### config.mk
export PLATFORM = sky130hd
export DESIGN_NAME = ubb_nco_phase_gen
export DESIGN_NICKNAME = d
export VERILOG_FILES = /design/src/rtl/ubb_nco_phase_gen.sv
export SDC_FILE = /design/constraint.sdc
export NUM_CORES = 1
export LEC_CHECK = 0
export CAP_MARGIN = 15
export CORE_MARGIN = 4
export CORE_UTILIZATION = 56
export DETAILED_ROUTE_END_ITERATION = 10
export GPL_TIMING_DRIVEN = 0
export HOLD_SLACK_MARGIN = 0.02
export PLACE_DENSITY = 0.76
export SYNTH_ARGS = -nofsm -noshare
export SYNTH_HDL_FRONTEND = slang
export SYNTH_SLANG_ARGS = --single-unit
### constraint.sdc
create_clock -name aclk -period 5.86 [get_ports aclk]
set_input_delay 0.586 -clock aclk [delete_from_list [all_inputs] [get_ports aclk]]
set_output_delay 0.586 -clock aclk [all_outputs]
set_load 0.005 [all_outputs]
### src/rtl/ubb_nco_phase_gen.sv
`timescale 1ns/1ps
`default_nettype none
// ============================================================================
// Module   : ubb_nco_phase_gen
// Purpose  : NCO phase generator for the UBB receive chain. A phase
//            accumulator advances by a programmable frequency word on every
//            accepted output beat, and an offset is added to form the output
//            phase. Frequency and offset are loaded through an AXI-Stream
//            config channel. The output stream is framed every FRAME_LEN
//            beats with tlast.
// Revision : 1.0 - initial release
// ----------------------------------------------------------------------------
// Ports
//   aclk                  in   core clock
//   aresetn               in   asynchronous assert, active-low reset
//   s_axis_config_tdata   in   config word (PHASE_WIDTH bits)
//   s_axis_config_tvalid  in   config word valid
//   s_axis_config_tready  out  config ready (low in reset, high afterwards)
//   s_axis_config_tlast   in   last word of config packet
//   m_axis_nco_tdata      out  phase sample (PHASE_WIDTH bits)
//   m_axis_nco_tuser      out  [0] accumulator wrapped, [1] first after apply
//   m_axis_nco_tvalid     out  sample valid
//   m_axis_nco_tready     in   downstream ready
//   m_axis_nco_tlast      out  last sample of frame
// ----------------------------------------------------------------------------
// Config packets
//   {FREQ + tlast}            frequency-only update, phase stays continuous
//   {FREQ, OFFSET + tlast}    full apply: accumulator and frame counter clear
//   {FREQ, OFFSET, ... + tlast} full apply on the second word, rest dropped
// ----------------------------------------------------------------------------
// Compile option
//   NCO_PHASE_DITHER_EN : when defined, a 16-bit Fibonacci LFSR
//   (taps 16,14,13,11, seed 0xACE1) adds its low DITHER_BITS to the output
//   phase. The accumulator itself is never dithered and the first sample
//   after a full apply is undithered.
// ============================================================================
module ubb_nco_phase_gen #(
  parameter int PHASE_WIDTH = 32,
  parameter int FRAME_LEN   = 1024,
  parameter int DITHER_BITS = 4
) (
  input  logic                   aclk,
  input  logic                   aresetn,
  input  logic [PHASE_WIDTH-1:0] s_axis_config_tdata,
  input  logic                   s_axis_config_tvalid,
  output logic                   s_axis_config_tready,
  input  logic                   s_axis_config_tlast,
  output logic [PHASE_WIDTH-1:0] m_axis_nco_tdata,
  output logic [1:0]             m_axis_nco_tuser,
  output logic                   m_axis_nco_tvalid,
  input  logic                   m_axis_nco_tready,
  output logic                   m_axis_nco_tlast
);

  // --------------------------------------------------------------------------
  // Constants
  // --------------------------------------------------------------------------
  localparam int             CNT_W         = (FRAME_LEN > 2) ? $clog2(FRAME_LEN) : 1;
  localparam logic [CNT_W-1:0] CNT_LAST    = CNT_W'(FRAME_LEN - 1);
  localparam logic           FIRST_IS_LAST = (FRAME_LEN == 1);

  localparam logic [1:0] CFG_W0    = 2'd0;
  localparam logic [1:0] CFG_W1    = 2'd1;
  localparam logic [1:0] CFG_DRAIN = 2'd2;

  // Elaboration-time parameter range checks.
  generate
    if ((FRAME_LEN < 2) || (FRAME_LEN > 65536)) begin : g_bad_frame_len
      $error("ubb_nco_phase_gen: FRAME_LEN must be 2..65536");
    end
    if ((DITHER_BITS < 1) || (DITHER_BITS > 16)) begin : g_bad_dither_bits
      $error("ubb_nco_phase_gen: DITHER_BITS must be 1..16");
    end
  endgenerate

  // --------------------------------------------------------------------------
  // Registers
  // --------------------------------------------------------------------------
  logic                   cfg_ready_q,    cfg_ready_d;
  logic [1:0]             state_q,        state_d;
  logic [PHASE_WIDTH-1:0] pending_freq_q, pending_freq_d;
  logic [PHASE_WIDTH-1:0] freq_q,         freq_d;
  logic [PHASE_WIDTH-1:0] offset_q,       offset_d;
  logic [PHASE_WIDTH-1:0] acc_q,          acc_d;
  logic [CNT_W-1:0]       cnt_q,          cnt_d;
  logic                   nco_valid_q,    nco_valid_d;
  logic [PHASE_WIDTH-1:0] nco_data_q,     nco_data_d;
  logic [1:0]             nco_user_q,     nco_user_d;
  logic                   nco_last_q,     nco_last_d;

  // --------------------------------------------------------------------------
  // Combinational wires
  // --------------------------------------------------------------------------
  logic                   w_cfg_hs;
  logic                   w_out_hs;
  logic                   w_latch_pending;
  logic                   w_apply_freq;
  logic                   w_apply_full;
  logic                   w_carry;
  logic [PHASE_WIDTH-1:0] w_acc_step;
  logic [CNT_W-1:0]       w_cnt_step;
  logic [PHASE_WIDTH-1:0] w_dither;

  assign w_cfg_hs = s_axis_config_tvalid & cfg_ready_q;
  assign w_out_hs = nco_valid_q & m_axis_nco_tready;

  // Accumulator step with its carry; the carry is the wrap flag in tuser[0].
  assign {w_carry, w_acc_step} = {1'b0, acc_q} + {1'b0, freq_q};

  assign w_cnt_step = (cnt_q == CNT_LAST) ? '0 : (cnt_q + CNT_W'(1));

  // --------------------------------------------------------------------------
  // Config FSM: state register
  // --------------------------------------------------------------------------
  always_ff @(posedge aclk or negedge aresetn) begin
    if (!aresetn) begin
      state_q <= CFG_W0;
    end else begin
      state_q <= state_d;
    end
  end

  // --------------------------------------------------------------------------
  // Config FSM: next-state logic (advances only on config handshake)
  // --------------------------------------------------------------------------
  always_comb begin
    state_d = state_q;
    if (w_cfg_hs) begin
      case (state_q)
        CFG_W0: begin
          if (!s_axis_config_tlast) begin
            state_d = CFG_W1;
          end
        end
        CFG_W1: begin
          state_d = s_axis_config_tlast ? CFG_W0 : CFG_DRAIN;
        end
        CFG_DRAIN: begin
          if (s_axis_config_tlast) begin
            state_d = CFG_W0;
          end
        end
        default: begin
          state_d = CFG_W0;
        end
      endcase
    end
  end

  // --------------------------------------------------------------------------
  // Config FSM: output decode
  // --------------------------------------------------------------------------
  always_comb begin
    w_latch_pending = 1'b0;
    w_apply_freq    = 1'b0;
    w_apply_full    = 1'b0;
    if (w_cfg_hs) begin
      case (state_q)
        CFG_W0: begin
          w_latch_pending = ~s_axis_config_tlast;
          w_apply_freq    = s_axis_config_tlast;
        end
        CFG_W1: begin
          // Second word always applies; a missing tlast only sends the FSM
          // to drain the remainder of the packet.
          w_apply_full = 1'b1;
        end
        default: begin
          w_latch_pending = 1'b0;
        end
      endcase
    end
  end

  // --------------------------------------------------------------------------
  // Optional output dither
  // --------------------------------------------------------------------------
`ifdef NCO_PHASE_DITHER_EN
  logic [15:0] lfsr_q, lfsr_d;
  logic [15:0] w_lfsr_step;
  logic        w_lfsr_fb;

  // Right-shifting Fibonacci form of x^16 + x^14 + x^13 + x^11 + 1.
  assign w_lfsr_fb   = lfsr_q[0] ^ lfsr_q[2] ^ lfsr_q[3] ^ lfsr_q[5];
  assign w_lfsr_step = {w_lfsr_fb, lfsr_q[15:1]};

  // The sample produced by a step uses the freshly stepped LFSR value.
  assign w_dither = PHASE_WIDTH'(w_lfsr_step[DITHER_BITS-1:0]);

  always_comb begin
    lfsr_d = lfsr_q;
    if (w_out_hs) begin
      lfsr_d = w_lfsr_step;
    end
  end

  always_ff @(posedge aclk or negedge aresetn) begin
    if (!aresetn) begin
      lfsr_q <= 16'hACE1;
    end else begin
      lfsr_q <= lfsr_d;
    end
  end
`else
  assign w_dither = '0;
`endif

  // --------------------------------------------------------------------------
  // Datapath next-state logic
  // --------------------------------------------------------------------------
  always_comb begin
    cfg_ready_d    = 1'b1;
    pending_freq_d = pending_freq_q;
    freq_d         = freq_q;
    offset_d       = offset_q;
    acc_d          = acc_q;
    cnt_d          = cnt_q;
    nco_valid_d    = nco_valid_q;
    nco_data_d     = nco_data_q;
    nco_user_d     = nco_user_q;
    nco_last_d     = nco_last_q;

    if (w_latch_pending) begin
      pending_freq_d = s_axis_config_tdata;
    end

    if (w_apply_full) begin
      // A full apply overrides any output step on the same edge: the sample
      // being accepted is consumed and the post-apply sample replaces it.
      freq_d      = pending_freq_q;
      offset_d    = s_axis_config_tdata;
      acc_d       = '0;
      cnt_d       = '0;
      nco_valid_d = 1'b1;
      nco_data_d  = s_axis_config_tdata;
      nco_user_d  = 2'b10;
      nco_last_d  = FIRST_IS_LAST;
    end else if (w_out_hs) begin
      acc_d      = w_acc_step;
      cnt_d      = w_cnt_step;
      nco_data_d = w_acc_step + offset_q + w_dither;
      nco_user_d = {1'b0, w_carry};
      nco_last_d = (w_cnt_step == CNT_LAST);
    end

    // Frequency-only update: a concurrent step above already used the old
    // frequency, so the new one takes effect from the next step.
    if (w_apply_freq) begin
      freq_d = s_axis_config_tdata;
    end
  end

  // --------------------------------------------------------------------------
  // Datapath registers
  // --------------------------------------------------------------------------
  always_ff @(posedge aclk or negedge aresetn) begin
    if (!aresetn) begin
      cfg_ready_q    <= 1'b0;
      pending_freq_q <= '0;
      freq_q         <= '0;
      offset_q       <= '0;
      acc_q          <= '0;
      cnt_q          <= '0;
      nco_valid_q    <= 1'b0;
      nco_data_q     <= '0;
      nco_user_q     <= 2'b00;
      nco_last_q     <= 1'b0;
    end else begin
      cfg_ready_q    <= cfg_ready_d;
      pending_freq_q <= pending_freq_d;
      freq_q         <= freq_d;
      offset_q       <= offset_d;
      acc_q          <= acc_d;
      cnt_q          <= cnt_d;
      nco_valid_q    <= nco_valid_d;
      nco_data_q     <= nco_data_d;
      nco_user_q     <= nco_user_d;
      nco_last_q     <= nco_last_d;
    end
  end

  // --------------------------------------------------------------------------
  // Outputs
  // --------------------------------------------------------------------------
  assign s_axis_config_tready = cfg_ready_q;
  assign m_axis_nco_tvalid    = nco_valid_q;
  assign m_axis_nco_tdata     = nco_data_q;
  assign m_axis_nco_tuser     = nco_user_q;
  assign m_axis_nco_tlast     = nco_last_q;

endmodule

`default_nettype wire

Word-level counts from Yosys, hierarchy flattened. Index checks and enable logic that the tools add are counted.

Register bits after elaboration: 177. Input port bits: 37. Output and inout bits: 37.

Bitwise logic cells: 3. Reduce and logical (&&, ||, !) cells: 4. Eq/ne operators: 6. Mux-type cells: 23. Add/subtract/negate cells: 3.

Operators by type and width (number): 32-bit two-way mux (6); 32-bit by 32-bit adder with 33-bit output (1); 32-bit adder (1); 10-bit two-way mux (3); 10-bit equality test, second input constant (2); 10-bit by 1-bit adder with 10-bit output, second input constant (1); 2-bit two-way mux (5); 1-bit two-way mux (8); 2-bit case mux with 3 select lines (1); 2-bit != test, second input constant (2); 2-bit nonzero test (2); 3-bit AND reduction (1); 1-bit AND (2); 2-bit by 1-bit equality test with 1-bit output, second input constant (1); 2-bit equality test, second input constant (1); 2-bit zero test (1); 1-bit inverter (1).

Depth between registers and ports, before layout. Gate-level depths: netlist (run 1).

Depth in word-level cells: 5. Mapped depth: 21.

Worst setup path before layout (run 1). Ideal clock, no wire load.

Path type: register -> register. Start: reg freq_q[0]. End: reg nco_data_q[30] (netlist: m_axis_nco_tdata[30]). Cell stages (with the launch flop): 21. Data required time: 5.773 ns. Path slack: 1.797 ns. Buffers on the path: 0. Arrival time: 3.976 ns. Library setup time: 0.087 ns. Period minus slack after synthesis: 4.063 ns. Cells stage by stage: dfrtp_1 ha_1 inv_1 fa_1 nor2b_1 o31a_1 o31a_1 a21oi_1 o21ai_0 a21oi_1 o21ai_0 xor2_1 ha_1 nand3_1 or2_2 o21ai_1 nand2_1 o31ai_1 a311oi_1 a41o_1 a22oi_1.

Word-level cells in the longest chain between the ends: 4.

Ends and longest elaborated chain: start: declaration (RTL line 82) `logic [PHASE_WIDTH-1:0] freq_q, freq_d;`; start signal: assignment (RTL line 271) `freq_q <= freq_d;`; 32-bit by 32-bit adder with 33-bit output (RTL line 108) `assign {w_carry, w_acc_step} = {1'b0, acc_q} + {1'b0, freq_q};`; 32-bit adder (RTL line 241) `nco_data_d = w_acc_step + offset_q + w_dither;`; 32-bit two-way mux (RTL line 238) `end else if (w_out_hs) begin`; 32-bit two-way mux (RTL line 227) `if (w_apply_full) begin`; end signal: assignment (RTL line 276) `nco_data_q <= nco_data_d;`; end: declaration (RTL line 87) `logic [PHASE_WIDTH-1:0] nco_data_q, nco_data_d;`.

Every way passes these cells. The select of a mux whose other input is x is not followed. A chain may end at the register's enable or synchronous reset.

Final worst setup path (run 1). Same ends and word-level chain as after synthesis.

==> run summary, run 1 <==
==================================================================================================
Clk buf depth                                                                                    2
Starting DRC count in detailed routing                                                         842
Fill count                                                                                    1516
Sequence of cells on the critical path                                                ha_1 > inv_1 > fa_1 > nor2b_1 > o31a_1 > o31a_1 > a21oi_1 > o21ai_0 > a21oi_1 > o21ai_0 > xor2_1 > ha_1 > nand3_1 > o211ai_1 > nor4_1 > o21ai_1 > nand2_1 > o31ai_1 > a311oi_1 > a41o_1 > a22oi_1
Area of the die                                                                          21100 µm²
Share of cells above drive strength 1                                                        6.08%
Placer Congestion                                                                            0.946
Final worst hold slack                                                                    0.190 ns
Routed vias/inst                                                                              6.14
Port Buffers                                                                                    73
Count of different cell masters after synthesis                                                 64
Pin count of the biggest net entering global routing                                           109
Count of vias placed by the detailed router                                                   9483
Largest stage delay on the critical path                                                   0.70 ns
Number of diodes added for antenna fixing                                                        0
Worst Path Max Fanout                                                                            5
Number of maximum-capacitance violations                                                         0
Number of global-route vias before repair                                                     9149
Combined global-route utilization of all metal layers                                        28.9%
Area delta synth->final                                                                      15.6%
Y dimension of the die                                                                      145 µm
Arrival time reported for the critical path endpoint                                       5.50 ns
Worst clock skew                                                                         0.0102 ns
Initial standard-cell utilization of the core                                                57.8%
Drt first pass iters                                                                             6
Critical Path RT                                                                           6.22 ns
Slowest stage cell on the critical path                                                    o31ai_1
Residual DRC                                                                                     0
Detailed placement HPWL                                                                    22.2 mm
Syn nets                                                                                      1315
Register-to-Register Setup Slack                                                           0.71 ns
Share of flip-flops with an asynchronous set or reset after synthesis                         100%
Number of warning messages in the yosys log                                                      0
Top Family by Delay on Critical Path                                                  compound AO/OA/AOI/OAI gates
CTS buffer count                                                                                17
Antenna violations before repair                                                                 0
Worst skew pair latency                                                                    0.44 ns
Flops & latches, synth                                                                         177
Maximum level of the CTS H-tree                                                                  4
Clock transition time at the flip-flop clock pins of the worst setup and hold paths        0.07 ns
Highest achievable clock rate                                                              194 MHz
Period Utilization, post-route                                                               87.9%
Number of enable flip-flop cells after synthesis                                                 0
Synthesized cell area                                                                    10600 µm²
Sort of element at the start of the critical path                                         register
Die X                                                                                       145 µm
Per-cell routed wire length                                                                20.0 µm
Cells after Synth                                                                             1208
Run status                                                                            finished, final reports clean
Total number of clock tree sinks                                                               177
Most used DFF post-synth                                                                   dfrtp_1
Top-area cell type share of the netlist area                                                 42.0%
Cell area after layout                                                                   12200 µm²
Ranking of synthesized cells by area                                                  dfrtp_1, nand2_1, ha_1
Min-delay worst type                                                                  input pin to async pin
Hold violation total from the final report                                                       0
Final net count                                                                               1409
Slew at the pin closest to its max-slew limit                                              1.12 ns
Post-synthesis sequential area ratio                                                         42.0%
Library cell occupying the most area in the post-synthesis netlist                         dfrtp_1
Relative slew margins                                                                        25.3%
Wire length reported by the detailed router                                                30.9 mm
Cts repair resizes                                                                               0
Placement Cell Area                                                                      11600 µm²
Core Region                                                                              18300 µm²
Hold-fix buffer count after cts                                                                  0
Pins over their slew limit                                                                       0
TritonCTS clock tree                                                                         built
Endpoints failing setup                                                                          0
Setup Crit Path Kind                                                                  register to register
Final core area utilization                                                                  66.8%
Kind of end point of the critical path                                                    register
First-pass GRT wire length                                                                 48.9 mm
# rows                                                                                          49
CTS root buf                                                                             clkbuf_16
Post-Synthesis Mean Instance Area                                                         8.74 µm²
Final antenna-violating net count                                                                0
RSZ-0062 raised after global routing                                                            no
GR Overflow Total                                                                                0
Number of top-level design ports                                                                74
Crit path buffers/inverters                                                                      1
Final period demand of the worst path                                                      5.15 ns
Setup fix buffers added after clock tree synthesis                                               0
==================================================================================================
[sequential cells by signal (all words and copies together), names as in the netlist]
signal / count
acc_q: 32
cnt_q: 10
freq_q: 32
m_axis_nco_tdata: 32
m_axis_nco_tlast: 1
m_axis_nco_tuser: 2
m_axis_nco_tvalid: 1
offset_q: 32
pending_freq_q: 32
s_axis_config_tready: 1
state_q: 2
[layout make-up]
type | count | area [µm²] | share of cell area (%)
inverters | 18 | 67.6 | 0.554
well taps | 229 | 287 | 2.35
clock buffers | 18 | 429 | 3.52
multi-input cells | 957 | 5840 | 47.9
repair buffers | 75 | 768 | 6.29
flip-flops and latches | 177 | 4430 | 36.3
clock inverters | 14 | 168 | 1.37
plain buffers | 56 | 213 | 1.74
[cell families (layout without fill, tap and decap cells)]
logic type,after synthesis,in the layout,share of synthesized area [%]
compound gates,315,315,18.9
xor+xnor,54,54,4.48
fa+ha+maj,70,70,8.44
buf+inv,74,181,2.66
flops,177,177,42.0
mux,46,46,4.74
other cells,1,1,0.0355
simple gates,471,471,18.8
[per-stage QoR]
stage / worst slack, ns / cells / TNS, ns
floorplan: 1.80 / 1208 / 0
global placement: -3.29 / 1510 / -580.41
detailed placement: 0.851 / 1511 / 0
CTS: 0.833 / 1543 / 0
global route: 0.359 / 1544 / 0
finish: 0.711 / 1544 / 0
[layer usage]
layer | vias up | track usage [%] | part of all wire (%) | wire [µm]
met5 | - | 0 | 0 | 0
li1 | 4444 | - | - | -
met3 | 82 | 6.45 | 7.6 | 2360
met2 | 389 | 46.6 | 47 | 14400
met1 | 4568 | 38.3 | 42 | 13100
met4 | 0 | 11.1 | 3.4 | 1040
[synthesized netlist by cell type (5+ instances only)]
cell / n
o21bai_1: 5
xor2_1: 27
o21ai_0: 68
nor4_1: 5
nor3_1: 18
and2_1: 5
mux2_2: 32
clkbuf_1: 48
o31ai_1: 8
a21o_1: 25
a21oi_1: 90
buf_1: 6
a211oi_1: 14
nand2b_1: 10
xnor2_1: 27
nand2_1: 263
a31oi_1: 38
ha_1: 68
nand3_1: 20
mux2i_1: 14
o211ai_1: 14
nor2_1: 108
nand4_1: 6
nor2b_1: 9
dfrtp_1: 177
inv_1: 18
and3_1: 15
o21a_1: 8
[cell usage in the layout, fill, tap and decap left out, types with 8 or more instances in the layout]
master	n
a211oi_1	14
a21o_1	25
a21oi_1	90
a31oi_1	38
and3_1	15
clkbuf_1	49
clkbuf_16	17
clkdlybuf4s50_1	72
dfrtp_1	177
ha_1	68
inv_1	18
mux2_2	32
mux2i_1	14
nand2_1	263
nand2b_1	10
nand3_1	20
nor2_1	108
nor2b_1	9
nor3_1	18
o211ai_1	14
o21a_1	8
o21ai_0	68
o31ai_1	8
xnor2_1	27
xor2_1	27
[worst paths after layout]
| kind | startpoint | cells after the start | endpoint |
|---|---|---|---|
| worst max-delay path | freq_q[0] | 21 | m_axis_nco_tdata[30] |
| worst min-delay path | aresetn | 1 | m_axis_nco_tdata[26] |
| worst max register to register | freq_q[0] | 21 | m_axis_nco_tdata[30] |
| worst min register to register | m_axis_nco_tuser[1] | 2 | m_axis_nco_tuser[1] |
| max in group asynchronous | aresetn | 2 | freq_q[2] |
| min in group aclk | m_axis_nco_tuser[1] | 2 | m_axis_nco_tuser[1] |
Power of run 1 is not shown: default switching activity piles up to over one toggle a cycle in this logic, so the estimate is an artifact.
==> run 2, diff against run 1 <==
--- a/config.mk
+++ b/config.mk
@@ -9,6 +9,7 @@
 export CORE_MARGIN = 4
 export CORE_UTILIZATION = 56
 export DETAILED_ROUTE_END_ITERATION = 10
+export GPL_ROUTABILITY_DRIVEN = 1
 export GPL_TIMING_DRIVEN = 0
 export HOLD_SLACK_MARGIN = 0.02
 export PLACE_DENSITY = 0.76
==> results of run 2 <==
Final layout, timing and power as in run 1 (identical DEF).
Power of run 2 is left out for the same reason.
==> run 3, diff against run 2 <==
--- a/config.mk
+++ b/config.mk
@@ -10,7 +10,6 @@
 export CORE_UTILIZATION = 56
 export DETAILED_ROUTE_END_ITERATION = 10
 export GPL_ROUTABILITY_DRIVEN = 1
-export GPL_TIMING_DRIVEN = 0
 export HOLD_SLACK_MARGIN = 0.02
 export PLACE_DENSITY = 0.76
 export SYNTH_ARGS = -nofsm -noshare
==> run summary, run 3 (synthesized netlist as in run 1, its figures left out) <==
==================================================================================================
Run status                                                                            finished, final reports clean
Y dimension of the die                                                                      145 µm   unchanged
CTS root buf                                                                             clkbuf_16
Routed vias/inst                                                                              5.99   -2.5%
TritonCTS clock tree                                                                         built
Initial standard-cell utilization of the core                                                57.8%   unchanged
Number of diodes added for antenna fixing                                                        0   unchanged
Min-delay worst type                                                                  input pin to async pin
Setup Total Neg Slack                                                                         0 ns   unchanged
Placer Congestion                                                                            0.891   -5.8%
Clock transition time at the flip-flop clock pins of the worst setup and hold paths        0.07 ns   about the same
Number of maximum-capacitance violations                                                         0   unchanged
Per-cell routed wire length                                                                18.1 µm   -9.3%
Reg-to-reg critical path startpoint                                                      freq_q[0]
Area of the die                                                                          21100 µm²   unchanged
Relative slew margins                                                                        43.5%   +18 points
Clk buf depth                                                                                    2   unchanged
Worst slack at placement                                                                   1.24 ns   +0.392 ns
CTS buffer count                                                                                17   unchanged
Endpoints failing setup                                                                          0   unchanged
Pins over their slew limit                                                                       0   unchanged
Sort of element at the start of the critical path                                         register
Leading cell type in the layout, fill and taps excluded                                    nand2_1
Setup fix buffers added after clock tree synthesis                                               0   unchanged
Starting DRC count in detailed routing                                                         564   -33%
Slew at the pin closest to its max-slew limit                                             0.845 ns   -0.275 ns
Number of global-route vias before repair                                                     8819   -3.6%
Number of top-level design ports                                                                74   unchanged
Final net count                                                                               1361   -3.4%
Maximum level of the CTS H-tree                                                                  4   unchanged
Count of vias placed by the detailed router                                                   8960   -5.5%
Final period demand of the worst path                                                      4.66 ns   -0.488 ns
Critical Path RT                                                                           6.21 ns   about the same
Final worst hold slack                                                                    0.140 ns   -0.0506 ns
Arrival time reported for the critical path endpoint                                       5.01 ns   -0.49 ns
Total number of clock tree sinks                                                               177   unchanged
Setup Crit Path Kind                                                                  register to register
Die X                                                                                       145 µm   unchanged
Worst Path Max Fanout                                                                            5   unchanged
Antenna violations before repair                                                                 0   unchanged
Area delta synth->final                                                                      14.1%
Highest-count cells in the layout ignoring fill and taps                              nand2_1, dfrtp_1, nor2_1
Pin count of the biggest net entering global routing                                            70   -36%
RSZ-0062 raised after global routing                                                            no
Final antenna-violating net count                                                                0   unchanged
Kind of end point of the critical path                                                    register
Detailed placement HPWL                                                                    18.9 mm   -15%
Wire length reported by the detailed router                                                27.1 mm   -12%
Worst setup margin                                                                         1.20 ns   +0.488 ns
First-pass GRT wire length                                                                 45.4 mm   -7.3%
Period Utilization, post-route                                                               79.5%   -8.3 points
Drt first pass iters                                                                             5   -1
Share of cells above drive strength 1                                                        7.26%   +1.2 points
Hold violation total from the final report                                                       0   unchanged
Combined global-route utilization of all metal layers                                        26.0%   -2.9 points
Core Region                                                                              18300 µm²   unchanged
Register-to-Register Setup Slack                                                           1.20 ns   +0.49 ns
Port Buffers                                                                                    73   unchanged
Residual DRC                                                                                     0   unchanged
Worst clock skew                                                                         0.0140 ns   +0.00372 ns
Crit. Startpoint                                                                         freq_q[0]
# rows                                                                                          49   unchanged
Cts repair resizes                                                                               0   unchanged
Hold-fix buffer count after cts                                                                  0   unchanged
Worst skew pair latency                                                                    0.44 ns   about the same
GR Overflow Total                                                                                0   unchanged
Highest achievable clock rate                                                              215 MHz   +10%
Fill count                                                                                    1534   +1.2%
==================================================================================================
[run 3: changes by cell type in the layout (fill, tap and decap cells not counted), sizes merged]
cell | previous run | this run
clkbuf | 67 | 20
clkinv | 2 | 5
inv | 25 | 22
bufinv | 2 | 1
[run 3: final timing paths]
check                                       end  cells past startpoint
min reg2reg                 m_axis_nco_tuser[1]                      2
max reg2reg                m_axis_nco_tdata[30]                     20
min in group aclk           m_axis_nco_tuser[1]                      2
min                                   acc_q[24]                      1
max                        m_axis_nco_tdata[30]                     20
max in group asynchronous          offset_q[11]                      2
[run 3: worst max-delay path, cell delays in order, from the launching register on]
cell and delay, ns:
dfrtp_1 0.36, ha_1 0.19, inv_1 0.06, fa_1 0.41, nor2b_1 0.16, o31a_1 0.22
o31a_1 0.21, a21oi_1 0.08, o21ai_0 0.15, a21oi_1 0.12, o21ai_0 0.34, xor2_1 0.13
ha_1 0.38, nand3_1 0.11, or2_2 0.32, o21ai_1 0.17, nand2_1 0.13, o31ai_1 0.52
a311oi_1 0.17, a41o_1 0.23, a22oi_1 0.13
[run 3: layout make-up]
type | instances | area [µm²] | area share [%]
tap | 229 | 287 | 2.38
timing repair buffer | 83 | 822 | 6.83
clock inverter | 13 | 126 | 1.05
inverter | 18 | 67.6 | 0.561
multi-input combinational | 957 | 5860 | 48.6
clock buffer | 19 | 453 | 3.76
sequential | 177 | 4430 | 36.8
[run 3: through the flow]
step	instances	utilization [%]	cell area, µm²
after floorplan	1208	-	10600
after global placement	1464	62.8	11500
after detailed placement	1464	62.8	11500
after CTS	1496	65.9	12000
after global routing	1496	65.9	12000
final	1496	65.9	12000
[run 3: metal layers]
layer	share of wire, %	vias up	track usage, %
met4	1.7	0	7.60
li1	-	4351	-
met1	46	4325	36.1
met2	47	245	42.7
met5	0	-	0
met3	4.7	39	3.96
Power of run 3 is left out for the same reason.
